## src/rtl/display_scan_ctrl.sv

```systemverilog
// -----------------------------------------------------------------------------
// display_scan_ctrl
//
// Time-multiplexed scan controller for an eight-digit seven-segment display.
// Holds an 8-entry frame buffer of {valid, dp, nibble} written by the
// calculator datapath and lights one digit at a time through shared segment
// lines, with a blanking gap between digits to suppress ghosting.
//
// Parameters:
//   DIV    - SHOW cycles per digit (>= 2)
//   BLANK  - dead cycles between digits (>= 1)
//
// Ports:
//   clock       in   system clock, rising edge
//   reset       in   asynchronous, active-low reset
//   wr_en       in   frame buffer write strobe
//   wr_pos      in   [2:0] digit position for the write
//   wr_data     in   [3:0] hex nibble for the write
//   wr_dp       in   decimal-point flag stored with the digit
//   clear       in   invalidates all eight digits (wins over wr_en)
//   an          out  [7:0] anode enables, active-low, bit i = digit i
//   seg         out  [7:0] segments {dp,g,f,e,d,c,b,a}, active-low
//   frame_tick  out  one-cycle pulse after the scan wraps from digit 7 to 0
// -----------------------------------------------------------------------------
module display_scan_ctrl #(
    parameter int DIV   = 100000,
    parameter int BLANK = 4
) (
    input  logic       clock,
    input  logic       reset,
    input  logic       wr_en,
    input  logic [2:0] wr_pos,
    input  logic [3:0] wr_data,
    input  logic       wr_dp,
    input  logic       clear,
    output logic [7:0] an,
    output logic [7:0] seg,
    output logic       frame_tick
);

    // One counter serves both phases, so size it for the longer one.
    localparam int CMAX = (DIV > BLANK) ? DIV : BLANK;
    localparam int CW   = (CMAX > 1) ? $clog2(CMAX) : 1;

    localparam logic [CW-1:0] DIV_LAST   = CW'(DIV - 1);
    localparam logic [CW-1:0] BLANK_LAST = CW'(BLANK - 1);

    typedef enum logic {
        SHOW = 1'b0,
        GAP  = 1'b1
    } state_t;

    state_t        state, state_nxt;
    logic [CW-1:0] cnt, cnt_nxt;
    logic [2:0]    idx, idx_nxt;
    logic          wrap;

    logic [7:0]    valid;
    logic [7:0]    dp_buf;
    logic [3:0]    nib_buf [8];

    logic          lit;

    // Active-high a..g pattern for a hex nibble.
    function automatic logic [6:0] hex_decode(input logic [3:0] nib);
        logic [6:0] pat;
        case (nib)
            4'h0: pat = 7'h3F;
            4'h1: pat = 7'h06;
            4'h2: pat = 7'h5B;
            4'h3: pat = 7'h4F;
            4'h4: pat = 7'h66;
            4'h5: pat = 7'h6D;
            4'h6: pat = 7'h7D;
            4'h7: pat = 7'h07;
            4'h8: pat = 7'h7F;
            4'h9: pat = 7'h6F;
            4'hA: pat = 7'h77;
            4'hB: pat = 7'h7C;
            4'hC: pat = 7'h39;
            4'hD: pat = 7'h5E;
            4'hE: pat = 7'h79;
            default: pat = 7'h71;
        endcase
        return pat;
    endfunction

    // ---------------------------------------------------------------------
    // Frame buffer. Only the valid bits need reset; dp/nibble of an invalid
    // entry are never displayed. clear takes priority and drops a
    // coincident write.
    // ---------------------------------------------------------------------
    always_ff @(posedge clock or negedge reset) begin
        if (!reset) begin
            valid <= '0;
        end else if (clear) begin
            valid <= '0;
        end else if (wr_en) begin
            valid[wr_pos] <= 1'b1;
        end
    end

    always_ff @(posedge clock) begin
        if (wr_en && !clear) begin
            dp_buf[wr_pos]  <= wr_dp;
            nib_buf[wr_pos] <= wr_data;
        end
    end

    // ---------------------------------------------------------------------
    // Scan FSM: SHOW for DIV cycles, GAP for BLANK cycles, then next digit.
    // ---------------------------------------------------------------------
    always_ff @(posedge clock or negedge reset) begin
        if (!reset) begin
            state <= SHOW;
            cnt   <= '0;
            idx   <= '0;
        end else begin
            state <= state_nxt;
            cnt   <= cnt_nxt;
            idx   <= idx_nxt;
        end
    end

    always_comb begin
        state_nxt = state;
        cnt_nxt   = cnt + CW'(1);
        idx_nxt   = idx;
        wrap      = 1'b0;
        case (state)
            SHOW: begin
                if (cnt == DIV_LAST) begin
                    state_nxt = GAP;
                    cnt_nxt   = '0;
                end
            end
            GAP: begin
                if (cnt == BLANK_LAST) begin
                    state_nxt = SHOW;
                    cnt_nxt   = '0;
                    idx_nxt   = idx + 3'd1;
                    wrap      = (idx == 3'd7);
                end
            end
        endcase
    end

    // ---------------------------------------------------------------------
    // Registered pin drive: reflects the FSM state and buffer contents of the
    // previous cycle, so a write or clear shows up one edge after it lands.
    // ---------------------------------------------------------------------
    assign lit = (state == SHOW) && valid[idx];

    always_ff @(posedge clock or negedge reset) begin
        if (!reset) begin
            an         <= 8'hFF;
            seg        <= 8'hFF;
            frame_tick <= 1'b0;
        end else begin
            frame_tick <= wrap;
            if (lit) begin
                an  <= ~(8'd1 << idx);
                seg <= ~{dp_buf[idx], hex_decode(nib_buf[idx])};
            end else begin
                an  <= 8'hFF;
                seg <= 8'hFF;
            end
        end
    end

endmodule

```

## config.mk

```make
export PLATFORM = sky130hd
export DESIGN_NAME = display_scan_ctrl
export DESIGN_NICKNAME = d
export VERILOG_FILES = /design/src/rtl/display_scan_ctrl.sv
export SDC_FILE = /design/constraint.sdc
export NUM_CORES = 1
export LEC_CHECK = 0
export CAP_MARGIN = 30
export CORE_UTILIZATION = 25
export CTS_CLUSTER_SIZE = 16
export DETAILED_ROUTE_END_ITERATION = 12
export HOLD_SLACK_MARGIN = 0.03
export PLACE_DENSITY_LB_ADDON = 0.25
export SLEW_MARGIN = 25
export SYNTH_ARGS = -nofsm -noshare
export SYNTH_HDL_FRONTEND = slang
export SYNTH_SLANG_ARGS = --single-unit
```

## constraint.sdc

```tcl
create_clock -name clock -period 3.9 [get_ports clock]
set_input_delay 0.39 -clock clock [delete_from_list [all_inputs] [get_ports clock]]
set_output_delay 0.39 -clock clock [all_outputs]
set_load 0.01 [all_outputs]
```

After elaboration in Yosys (flattened, before gate mapping)
Memories as Yosys holds them, arrays and structs flattened.
Cells that the tools add are included.
{ "totals": {"latch_bits": 0, "mem_count": 2, "rom_bits": 112, "inputBits": 12, "ram_bits": 32, "regBits": 54, "elab_cells": 51} }
{ "mem_list": {"columns": ["memory", "words", "word_bits", "read_ports", "rd_ports_with_merged_regs", "write_ports", "line", "text"], "rows": [
  ["(no name shown)", 16, 7, 1, 0, 0, "67", "case (nib)"],
  ["nib_buf", 8, 4, 1, 0, 1, "60", "logic [3:0] nib_buf [8];"]
]} }
{ "op_classes": {"shift": 1, "reduce_logical": 6, "n_bitwise": 4, "n_eq_ne": 3, "add_sub_neg": 2, "n_mux": 22, "magnitude_cmp": 3, "multipliers": 0, "div_mod_pow": 0} }
{ "ops": {"columns": ["cell", "n"], "rows": [
  ["2-to-1 mux 17 bit", 2],
  ["one-hot mux 17 bit (2 select lines)", 1],
  ["2-to-1 mux 8 bit", 4],
  ["adder 17 x 1 -> 17 bit (second input constant)", 1],
  ["== test 17 bit (second input constant)", 1],
  ["== test 17 x 2 -> 1 bit (second input constant)", 1],
  ["inverter 8 bit", 2],
  ["2-to-1 mux 1 bit", 9],
  ["bitwise mux 8 bit", 1],
  ["less-than comparator 3 x 4 -> 1 bit (second input constant)", 2],
  ["bitwise OR 8 bit", 1],
  ["<< shifter 1 x 3 -> 8 bit (first input constant)", 1],
  ["2-to-1 mux 7 bit", 1],
  ["binary-select mux 1 bit (select 3 bit)", 2],
  ["adder 3 x 1 -> 3 bit (second input constant)", 1],
  ["demux 1 bit (select 3 bit)", 1],
  ["== test 3 bit (second input constant)", 1],
  [">= comparator 3 x 1 -> 1 bit (second input constant)", 1],
  ["logical AND 1 bit", 3],
  ["one-hot mux 1 bit (2 select lines)", 1],
  ["AND reduction 2 bit", 1],
  ["nonzero test 2 bit", 1],
  ["zero test 1 bit", 1],
  ["inverter 1 bit", 1]
]} }

Depth between registers and ports, before layout
Gate-level depths: netlist of run 1.
{ "depth": {"depth_word": 7, "mapped_depth": 11, "mapped_depth_nobuf": 9} }

Least setup slack after synthesis of run 1
No wires, ideal clock.
{ "synth_timing": {"path_type": "register -> register", "start": "register idx[0]", "end": "register seg[4]", "setup_ns": 0.100, "path_buffers": 2, "required_ns": 3.800, "stages_incl_launch_ff": 10, "path_slack_ns": 1.730, "period_less_slack_ns": 2.170, "arrival_ns": 2.070, "path_cell_list": "dfrtp_1 -> buf_6 -> buf_12 -> mux4_2 -> mux2i_4 -> inv_2 -> ha_1 -> mux2_2 -> nand2_1 -> o311ai_1"} }
{ "synth_between": {"elab_chain_cells": 5, "elab_cells_between_ends": 8} }
{ "synth_rtl": {"columns": ["item", "line", "text"], "rows": [
  ["from (decl)", "55", "logic [2:0] idx, idx_nxt;"],
  ["from (signal assigned)", "121", "idx <= idx_nxt;"],
  ["memory read (8 x 4 bit)", null, null],
  ["memory read (16 x 7 bit)", null, null],
  ["2-to-1 mux 7 bit", "161", "if (lit) begin"],
  ["inverter 8 bit", "163", "seg <= ~{dp_buf[idx], hex_decode(nib_buf[idx])};"],
  ["2-to-1 mux 8 bit *", "161", null],
  ["to (signal assigned)", "163", null],
  ["to (decl)", "37", "output logic [7:0] seg,"]
]} }
Every way passes the cells marked *; elsewhere a longest branch is shown, timed or not. The select of a mux whose other input is x is not followed.
A chain may end at the register's enable or synchronous reset.

Worst setup path after layout of run 1
{ "layout_timing": {"start": "register idx[0]", "end": "register seg[0]"} }
Same word-level chain as after synthesis.

==> impl_metrics.csv, run 1 <==
group,metric,value,unit
outcome,outcome,"finished clean",
cells_and_area,utilization,31.0,%
drt,drt_first_pass_iters,4,
clock_tree,root_buffer,"clkbuf_16",
timing,setup_viol_count_final,0,
setup_path,arrival,2.73,ns
synthesis,synth.area.top_cells,"edfxtp_1, dfrtp_1, dfstp_2, mux4_2, ha_1",
cells_and_area,diodes,0,
setup_path,crit_path_top_delay_cell,"dfrtp_1",
place,placement.cell_area,4220,um^2
drt,drc,0,
synthesis,synth_top_area_share,32.0,%
timing,setup_tns,0,ns
setup_path,worstPathRequired,4.14,ns
setup_path,critPathMaxStageDelay,0.68,ns
global_routing,grt_pass1_wl,11.7,mm
cells_and_area,final_common_cell,"edfxtp_1",
timing,fmax,402,MHz
timing,report.final.slew_viol_count,0,
hold_path,hold_class,"input pin to async pin",
synthesis,ys_ff_latch,86,
timing,setup_ws,1.41,ns
clock_tree,cts_buffers,9,
cells_and_area,seq_area,2370,um^2
clock_tree,htreeDepth,3,
setup_path,start_kind,"flop",
pwr,power.leakage,1.74,nW
global_routing,grt_max_degree,47,
pwr,peakVddDrop,0.264,mV
place,port_buffers,28,
clock_tree,cts_hold_buf,0,
drt,antenna_left,0,
clock_tree,cts_resized,0,
cells_and_area,layout-area-overhead-vs-synth,20.6,%
clock_tree,cts_tree,"built",
synthesis,synth_area,3760,um^2
cells_and_area,most-common-layout-cells,"edfxtp_1, dfrtp_1, nand2_1, clkdlybuf4s50_1, nor2_1",
drt,initialDrtViolationCount,149,
floorplan,placementRows,44,
synthesis,yosys.area.top_type,"edfxtp_1",
drt,wirelength,7.06,mm
global_routing,grt_util_all_layers,9.73,%
timing,tightestPinTransition,0.732,ns
floorplan,die_h,125,um
synthesis,synth_top_flop_cell,"edfxtp_1",
place,hpwl,4.84,mm
setup_path,critPathCaptureType,"flop",
setup_path,path_cells,"buf_4 > mux4_2 > mux2_2 > or3b_1 > a21oi_1 > o31ai_1",
timing,hold_viol,0,
floorplan,top_level_ports,29,
place,pre_cts_ws,1.39,ns
clock_tree,cts.path.max_buffers,2,
floorplan,core_area,14600,um^2
drt,via_count,2207,
synthesis,ys_types,50,
global_routing,grt_pass1_vias,2164,
cells_and_area,drive_gt1_share,17.6,%
synthesis,synth.net_count,298,
synthesis,async_flop_share,53.5,%
timing,finalCritPeriodShare,63.8,%
clock_tree,clock-sinks,86,
floorplan,start_util,25.7,%
timing,skew,0.00682,ns
timing,layout_min_cycle_time,2.49,ns
cells_and_area,final_nets,332,
synthesis,synthCells,273,
synthesis,avgSynthCellArea,13.8,um^2
floorplan,dieWidth,125,um
global_routing,overflow,0,
setup_path,crit_type,"flop to flop",
pwr,power,0.00190,W
clock_tree,clock_latency,0.34,ns
global_routing,antenna_found_initial,0,
cells_and_area,multi_input_area,1280,um^2
clock_tree,post-cts-setup-buffers,0,
flow_run,cap_violations,0,
place,gp_congestion,0.739,
clock_tree,cts.clk_slew.worst_paths,0.07,ns
drt,viasPerCell,4.45,
floorplan,fp.dieArea,15500,um^2
cells_and_area,fin_area,4530,um^2
pwr,powerDensity,421,nW/um^2
cells_and_area,nFillCells,1419,
timing,max_slew_margin,51.0,%
synthesis,synth_edf_count,40,
synthesis,yosysWarnings,0,
drt,wl_per_cell,14.2,um
synthesis,synth-seq-area-share,63.2,%
setup_path,critPathMaxFanout,14,
timing,grt_setup_unrepaired,"no",
## worst paths after layout
kind                                      start                   end  slack (ns)  depth (start not counted)
hold / removal                            reset  valid[2]$_DFFE_PN0P_        0.05                          1
setup reg to reg             idx[0]$_DFFE_PN0P_      seg[0]$_DFF_PN1_        1.41                          6
hold reg to reg            valid[1]$_DFFE_PN0P_  valid[1]$_DFFE_PN0P_        0.48                          1
setup / recovery             idx[0]$_DFFE_PN0P_      seg[0]$_DFF_PN1_        1.41                          6
max in group asynchronous                 reset  frame_tick$_DFF_PN0_        3.43                          1
min in group clock         valid[1]$_DFFE_PN0P_  valid[1]$_DFFE_PN0P_        0.48                          1
## metrics by stage
stage	hold slack (ns)	instances
floorplan	0.0944	273
global placement	0.459	480
detailed placement	0.455	480
CTS	0.0961	496
global route	0.105	496
finish	0.0482	496
## sequential cells by signal, indices dropped and copies added (netlist names)
signal / count
nib_buf: 32
cnt: 17
an: 8
dp_buf: 8
seg: 8
valid: 8
idx: 3
frame_tick: 1
state: 1
## synth_stat cells, types with 4 or more instances
cell type	count
mux2_2	4
dfrtp_1	30
dfstp_2	16
inv_1	9
nor3_1	9
mux4_2	10
nand4_1	5
edfxtp_1	40
nand3_1	8
nand2_1	28
ha_1	13
xnor2_1	11
nor2_1	22
a21o_1	8
a21oi_1	4
xor2_1	5
## cell families (layout without fill, tap and decap cells)
logic type | Yosys count | after routing | synth area share (%)
and+or+nand+nor | 93 | 93 | 12.0
DFF | 86 | 86 | 63.2
AOI/OAI and AO/OA | 28 | 28 | 5.36
buffers and inverters | 19 | 58 | 2.83
muxes | 18 | 18 | 8.59
xor gates and xnor gates | 16 | 16 | 3.73
adders and majority gates | 13 | 13 | 4.33
## layout make-up
class,instances,area share [%]
Sequential cell,86,52.4
Multi-Input combinational cell,168,28.2
Timing Repair Buffer,31,6.63
Tap cell,184,5.08
Clock buffer,9,4.97
Clock inverter,7,1.80
Inverter,11,0.912
## where the power goes
group / internal, W / switching (W)
Clock: 0.000506 / 0.000368
Combinational: 0.0000248 / 0.0000349
Sequential: 0.000966 / 0.00000395
Total: 0.00150 / 0.000407
## critical path, delay by kind of cell, from the launching register on
family                 cells  cell delay (ns)
AOI/OAI and AO/OA          2             0.29
buffers and inverters      1             0.29
DFF                        1             0.68
muxes                      2             0.91
and+or+nand+nor            1             0.22
## routing by layer
layer  up-vias  part of all wire [%]  global-route usage [%]  wire length (um)
met3        11                   3.9                    2.45               272
met2        52                    45                    14.8              3210
met5         -                     0                       0                 0
li1       1055                     -                       -                 -
met1      1089                    49                    13.3              3470
met4         0                   1.6                    3.76               115
Note: power is estimated with default switching activity, not from simulation.
==> inputs of run 2 (changes only) <==
==> constraint.sdc (replaced) <==
create_clock -name clock -period 2.1 [get_ports clock]
set_input_delay 0.21 -clock clock [delete_from_list [all_inputs] [get_ports clock]]
set_output_delay 0.21 -clock clock [all_outputs]
set_load 0.01 [all_outputs]
==> run 2 against run 1 <==
  * Non-clock buffer count up 30
  * Register-to-register slack worse by 1.4 ns
  * Clock skew up 0.0024 ns
  * Clock power up 79%
  * Worst hold slack better by 0.43 ns
  * Via count up 4.0%
  * Sequential power up 86%
  * Setup slack worse by 1.4 ns
  * Core utilization up 1.7 points
  * Global-route usage up 0.35 points
==> impl_metrics.csv, run 2 (synthesized netlist as in run 1, its figures left out) <==
group,metric,value,unit
timing,report.final.slew_viol_count,0,
global_routing,grt_max_degree,47,
floorplan,fp.dieArea,15500,um^2
place,placement.cell_area,4410,um^2
drt,drt_first_pass_iters,4,
pwr,peakVddDrop,0.468,mV
clock_tree,cts_tree,"built",
setup_path,arrival,2.32,ns
drt,antenna_left,0,
drt,wirelength,7.34,mm
clock_tree,clock-sinks,86,
clock_tree,root_buffer,"clkbuf_16",
timing,setup_viol_count_final,0,
setup_path,r2r-start,"idx[0]$_DFFE_PN0P_",
setup_path,start_kind,"flop",
setup_path,crit_path_top_delay_cell,"mux4_2",
cells_and_area,drive_gt1_share,26.6,%
cells_and_area,fin_area,4770,um^2
setup_path,crit_type,"flop to flop",
setup_path,critPathCaptureType,"flop",
floorplan,die_h,125,um
flow_run,cap_violations,0,
clock_tree,cts.clk_slew.worst_paths,0.07,ns
setup_path,r2r-end,"seg[5]$_DFF_PN1_",
timing,fmax,486,MHz
hold_path,hold_class,"flop to flop",
setup_path,critPathBufInv,2,
setup_path,r2r_cells,7,
floorplan,top_level_ports,29,
setup_path,cp_top_family,"multiplexers",
place,pre_cts_ws,0.00329,ns
place,hpwl,5.05,mm
drt,drc,0,
timing,max_slew_margin,59.5,%
floorplan,core_area,14600,um^2
setup_path,path_cells,"buf_4 > mux4_2 > mux2_4 > buf_4 > nor2_2 > a21oi_1 > o221ai_1",
clock_tree,cts_buffers,9,
floorplan,dieWidth,125,um
timing,grt_setup_unrepaired,"yes",
setup_path,cpMostUsedCell,"buf_4",
global_routing,grt_util_all_layers,10.1,%
timing,layout_min_cycle_time,2.06,ns
global_routing,antenna_found_initial,0,
setup_path,critPathMaxStageDelay,0.50,ns
clock_tree,htreeDepth,3,
pwr,power.leakage,1.90,nW
setup_path,critPathMaxFanout,11,
floorplan,placementRows,44,
drt,wl_per_cell,13.9,um
floorplan,start_util,25.7,%
drt,via_count,2296,
hold_path,hold-path-cell-count,1,
cells_and_area,diodes,0,
clock_tree,clock_latency,0.34,ns
cells_and_area,layout-area-overhead-vs-synth,27.0,%
global_routing,grt_pass1_wl,12.0,mm
timing,tightestPinTransition,0.608,ns
timing,skew,0.00927,ns
cells_and_area,utilization,32.7,%
cells_and_area,final_common_cell,"edfxtp_1",
timing,hold_viol,0,
hold_path,hp-start,"valid[5]$_DFFE_PN0P_",
place,gp_congestion,0.719,
pwr,powerDensity,734,nW/um^2
timing,finalCritPeriodShare,98.1,%
clock_tree,cts.path.max_buffers,2,
outcome,outcome,"finished clean",
timing,whs,0.477,ns
cells_and_area,top_register,"nib_buf",
drt,initialDrtViolationCount,217,
cells_and_area,most-common-layout-cells,"edfxtp_1, dfrtp_1, buf_4, nand2_1, clkdlybuf4s50_1",
global_routing,grt_pass1_vias,2283,
place,port_buffers,28,
cells_and_area,largest_reg_flops,32,
global_routing,overflow,0,
setup_path,r2r_setup_slack,0.04,ns
timing,setup_ws,0.0406,ns
setup_path,worstPathRequired,2.36,ns
hold_path,holdPathEnd,"valid[5]$_DFFE_PN0P_",
cells_and_area,final_nets,362,
cells_and_area,reg_top3,"nib_buf: 32 flops, cnt: 17 flops",
drt,viasPerCell,4.37,
==> run 2: changes by cell type in the layout (fill, tap and decap cells not counted), moves of 2 or more <==
cell | previous run | this run
buf_2 | 0 | 3
buf_4 | 4 | 29
inv_1 | 9 | 7
inv_2 | 1 | 3
==> run 2: power by group <==
group	switching, W	internal, W
clock network	0.000733	0.000841
registers	0.00000729	0.00179
logic	0.0000677	0.0000581
total	0.000808	0.00269
==> run 2: final cells by class <==
type | count | area (um^2)
clock buffer | 9 | 225
clock inverter | 7 | 73.8
fill | 1411 | 9820
inverter | 11 | 41.3
multi-input combinational | 168 | 1310
sequential | 86 | 2370
tap | 184 | 230
timing repair buffer | 61 | 524
==> run 2: stage by stage <==
| step | instances | power, W | TNS [ns] |
|---|---|---|---|
| after floorplan | 273 | 0.00188 | -0.0240 |
| after global placement | 504 | 0.00196 | -0.00235 |
| after detailed placement | 504 | 0.00196 | 0 |
| after CTS | 523 | 0.00356 | 0 |
| after global routing | 526 | 0.00363 | -0.146 |
| final | 526 | 0.00350 | 0 |
==> run 2: per-layer routing <==
metal / vias up / routed length (um) / part of all wire, % / global-route usage, %
li1: 1111 / - / - / -
met1: 1142 / 3710 / 51 / 14.0
met2: 36 / 3280 / 45 / 14.8
met3: 7 / 233 / 3.2 / 2.62
met4: 0 / 106 / 1.4 / 4.25
met5: - / 0 / 0 / 0
==> run 2: worst max path at each step <==
stage | start | end | slack (ns) | cells after the start
2_1_floorplan | idx[0]$_DFFE_PN0P_ | seg[4]$_DFF_PN1_ | -0.02 | 9
3_3_place_gp | idx[0]$_DFFE_PN0P_ | seg[3]$_DFF_PN1_ | -0.002 | 7
3_5_place_dp | idx[0]$_DFFE_PN0P_ | seg[3]$_DFF_PN1_ | 0.003 | 7
4_1_cts | idx[0]$_DFFE_PN0P_ | seg[3]$_DFF_PN1_ | 0.03 | 7
5_1_grt | idx[0]$_DFFE_PN0P_ | seg[5]$_DFF_PN1_ | -0.05 | 7
6_report | idx[0]$_DFFE_PN0P_ | seg[5]$_DFF_PN1_ | 0.04 | 7
==> run 2: repair_timing <==
item                                    4_1_cts  5_1_grt
pin swaps                                     0        0
setup buffers                                 2        1
cloned                                        0        0
gates resized for setup                       1        5
endpoints found under the setup margin        3        4
hold buffers                                  1        0
hold endpoints to repair                     30        0
==> inputs of run 3 (changes only) <==
--- a/config.mk
+++ b/config.mk
@@ -6,6 +6,7 @@
 export NUM_CORES = 1
 export LEC_CHECK = 0
 export CAP_MARGIN = 30
+export CORE_ASPECT_RATIO = 2
 export CORE_UTILIZATION = 25
 export CTS_CLUSTER_SIZE = 16
 export DETAILED_ROUTE_END_ITERATION = 12
==> run 3 against run 2 <==
  * Critical endpoint is now seg[4]$_DFF_PN1_
  * Sequential cell count did not move
  * Die area rose by 0.19%
  * Sequential share of layout area fell by 0.54 points
  * Non-clock buffer count down 4
  * Power down 0.46%
  * The flow now finishes with violations (setup timing)
  * Fmax decreased by 2.2%
==> impl_metrics.csv, run 3 (synthesized netlist as in run 1, its figures left out) <==
group,metric,value,unit
setup_path,critPathBufInv,2,
pwr,power,0.00349,W
timing,setup_tns,-0.00627,ns
global_routing,grt_pass1_vias,2452,
cells_and_area,utilization,32.7,%
drt,via_count,2290,
clock_tree,clock-sinks,86,
floorplan,dieWidth,88.7,um
timing,hold_viol,0,
timing,setup_viol_count_final,1,
clock_tree,cts.clk_slew.worst_paths,0.07,ns
clock_tree,clock_latency,0.34,ns
place,port_buffers,28,
floorplan,top_level_ports,29,
setup_path,crit_start,"idx[0]$_DFFE_PN0P_",
setup_path,arrival,2.35,ns
clock_tree,cts_buffers,9,
setup_path,critPathCaptureType,"flop",
global_routing,overflow,0,
global_routing,grt_max_degree,25,
cells_and_area,top_register,"nib_buf",
timing,max_slew_margin,41.8,%
flow_run,cap_violations,0,
drt,viasPerCell,4.30,
drt,wl_per_cell,15.0,um
drt,drt_first_pass_iters,4,
timing,report.final.slew_viol_count,0,
clock_tree,root_buffer,"clkbuf_16",
timing,tightestPinTransition,0.866,ns
timing,setup_ws,-0.00627,ns
drt,drc,0,
floorplan,start_util,25.5,%
cells_and_area,reg_top3,"nib_buf: 32 flops, cnt: 17 flops",
timing,grt_setup_unrepaired,"yes",
cells_and_area,final_common_cell,"edfxtp_1",
drt,antenna_left,0,
timing,skew,0.0121,ns
floorplan,core_area,14700,um^2
timing,finalCritPeriodShare,100,%
floorplan,fp.dieArea,15500,um^2
drt,wirelength,7.99,mm
setup_path,crit_path_top_delay_cell,"mux4_2",
setup_path,path_cells,"buf_12 > mux4_2 > mux2i_4 > inv_2 > ha_4 > mux2_4 > nand2_4 > o311ai_4",
setup_path,critPathMaxStageDelay,0.53,ns
cells_and_area,diodes,0,
place,gp_congestion,0.755,
floorplan,placementRows,63,
outcome,violations,"setup timing",
cells_and_area,fin_area,4820,um^2
pwr,powerDensity,722,nW/um^2
cells_and_area,most-common-layout-cells,"edfxtp_1, dfrtp_1, nand2_1, clkdlybuf4s50_1, buf_4",
place,placement.cell_area,4420,um^2
cells_and_area,drive_gt1_share,26.9,%
clock_tree,htreeDepth,3,
timing,fmax,475,MHz
drt,initialDrtViolationCount,55,
place,hpwl,6.12,mm
setup_path,critPathMaxFanout,8,
outcome,outcome,"complete, but fails checks",
floorplan,die_h,175,um
pwr,power.leakage,1.89,nW
pwr,peakVddDrop,0.297,mV
cells_and_area,largest_reg_flops,32,
setup_path,r2r-start,"idx[0]$_DFFE_PN0P_",
global_routing,grt_util_all_layers,11.4,%
cells_and_area,final_nets,358,
clock_tree,cts.path.max_buffers,2,
setup_path,cp_top_family,"multiplexers",
global_routing,grt_pass1_wl,12.8,mm
hold_path,hold_class,"input pin to async pin",
global_routing,antenna_found_initial,0,
clock_tree,cts_tree,"built",
timing,layout_min_cycle_time,2.11,ns
setup_path,worstPathRequired,2.34,ns
setup_path,start_kind,"flop",
cells_and_area,layout-area-overhead-vs-synth,28.4,%
setup_path,crit_type,"flop to flop",
run 3: changes by cell type in the layout (fill, tap and decap cells not counted), sizes merged:
| cell | previous run | this run |
|---|---|---|
| buf | 33 | 28 |
| clkbuf | 9 | 10 |
| clkinv | 4 | 2 |
| inv | 14 | 16 |
run 3: report_power, final:
group,switching [W],internal (W)
combinational,0.0000718,0.0000614
sequential,0.00000739,0.00179
clock,0.000720,0.000830
total,0.000799,0.00269
run 3: area by class of cell:
| class | count | area, um^2 |
|---|---|---|
| Sequential cell | 86 | 2370 |
| Tap cell | 195 | 244 |
| Fill cell | 1477 | 9920 |
| Clock buffer | 9 | 225 |
| Timing Repair Buffer | 57 | 522 |
| Inverter | 11 | 43.8 |
| Clock inverter | 7 | 61.3 |
| Multi-Input combinational cell | 168 | 1360 |
run 3: repair_timing:
action,4_1_cts,5_1_grt
setup buffers,2,3
hold buffers,1,0
setup endpoints to repair,4,6
pin swaps,0,8
resized for setup,1,14
hold endpoints to repair,18,0
run 3: path summary, 6_finish.rpt:
path                            cells after the start  slack [ns]              endpoint
worst max-delay path                                8      -0.006      seg[4]$_DFF_PN1_
worst min-delay path                                2        0.39      cnt[1]$_DFF_PN0_
worst max register to register                      8      -0.006      seg[4]$_DFF_PN1_
worst min register to register                      1        0.47  valid[0]$_DFFE_PN0P_
max in group asynchronous                           3        1.11      seg[2]$_DFF_PN1_
min in group clock                                  1        0.47  valid[0]$_DFFE_PN0P_
run 3: per-layer routing:
metal	wire length (um)	vias to the layer above	global-route usage [%]
met1	2750	1147	10.7
met3	192	7	1.83
met5	0	-	0
met2	4940	32	22.9
li1	-	1104	-
met4	116	0	4.84
run 3: through the flow:
stage	hold slack (ns)	std cells	worst slack [ns]
finish	0.386	533	-0.00627
global route	0.446	533	-0.0930
CTS	0.401	529	-0.00472
detailed placement	0.232	510	-0.0372
global placement	0.219	510	-0.0507
floorplan	-0.0856	273	-0.0240
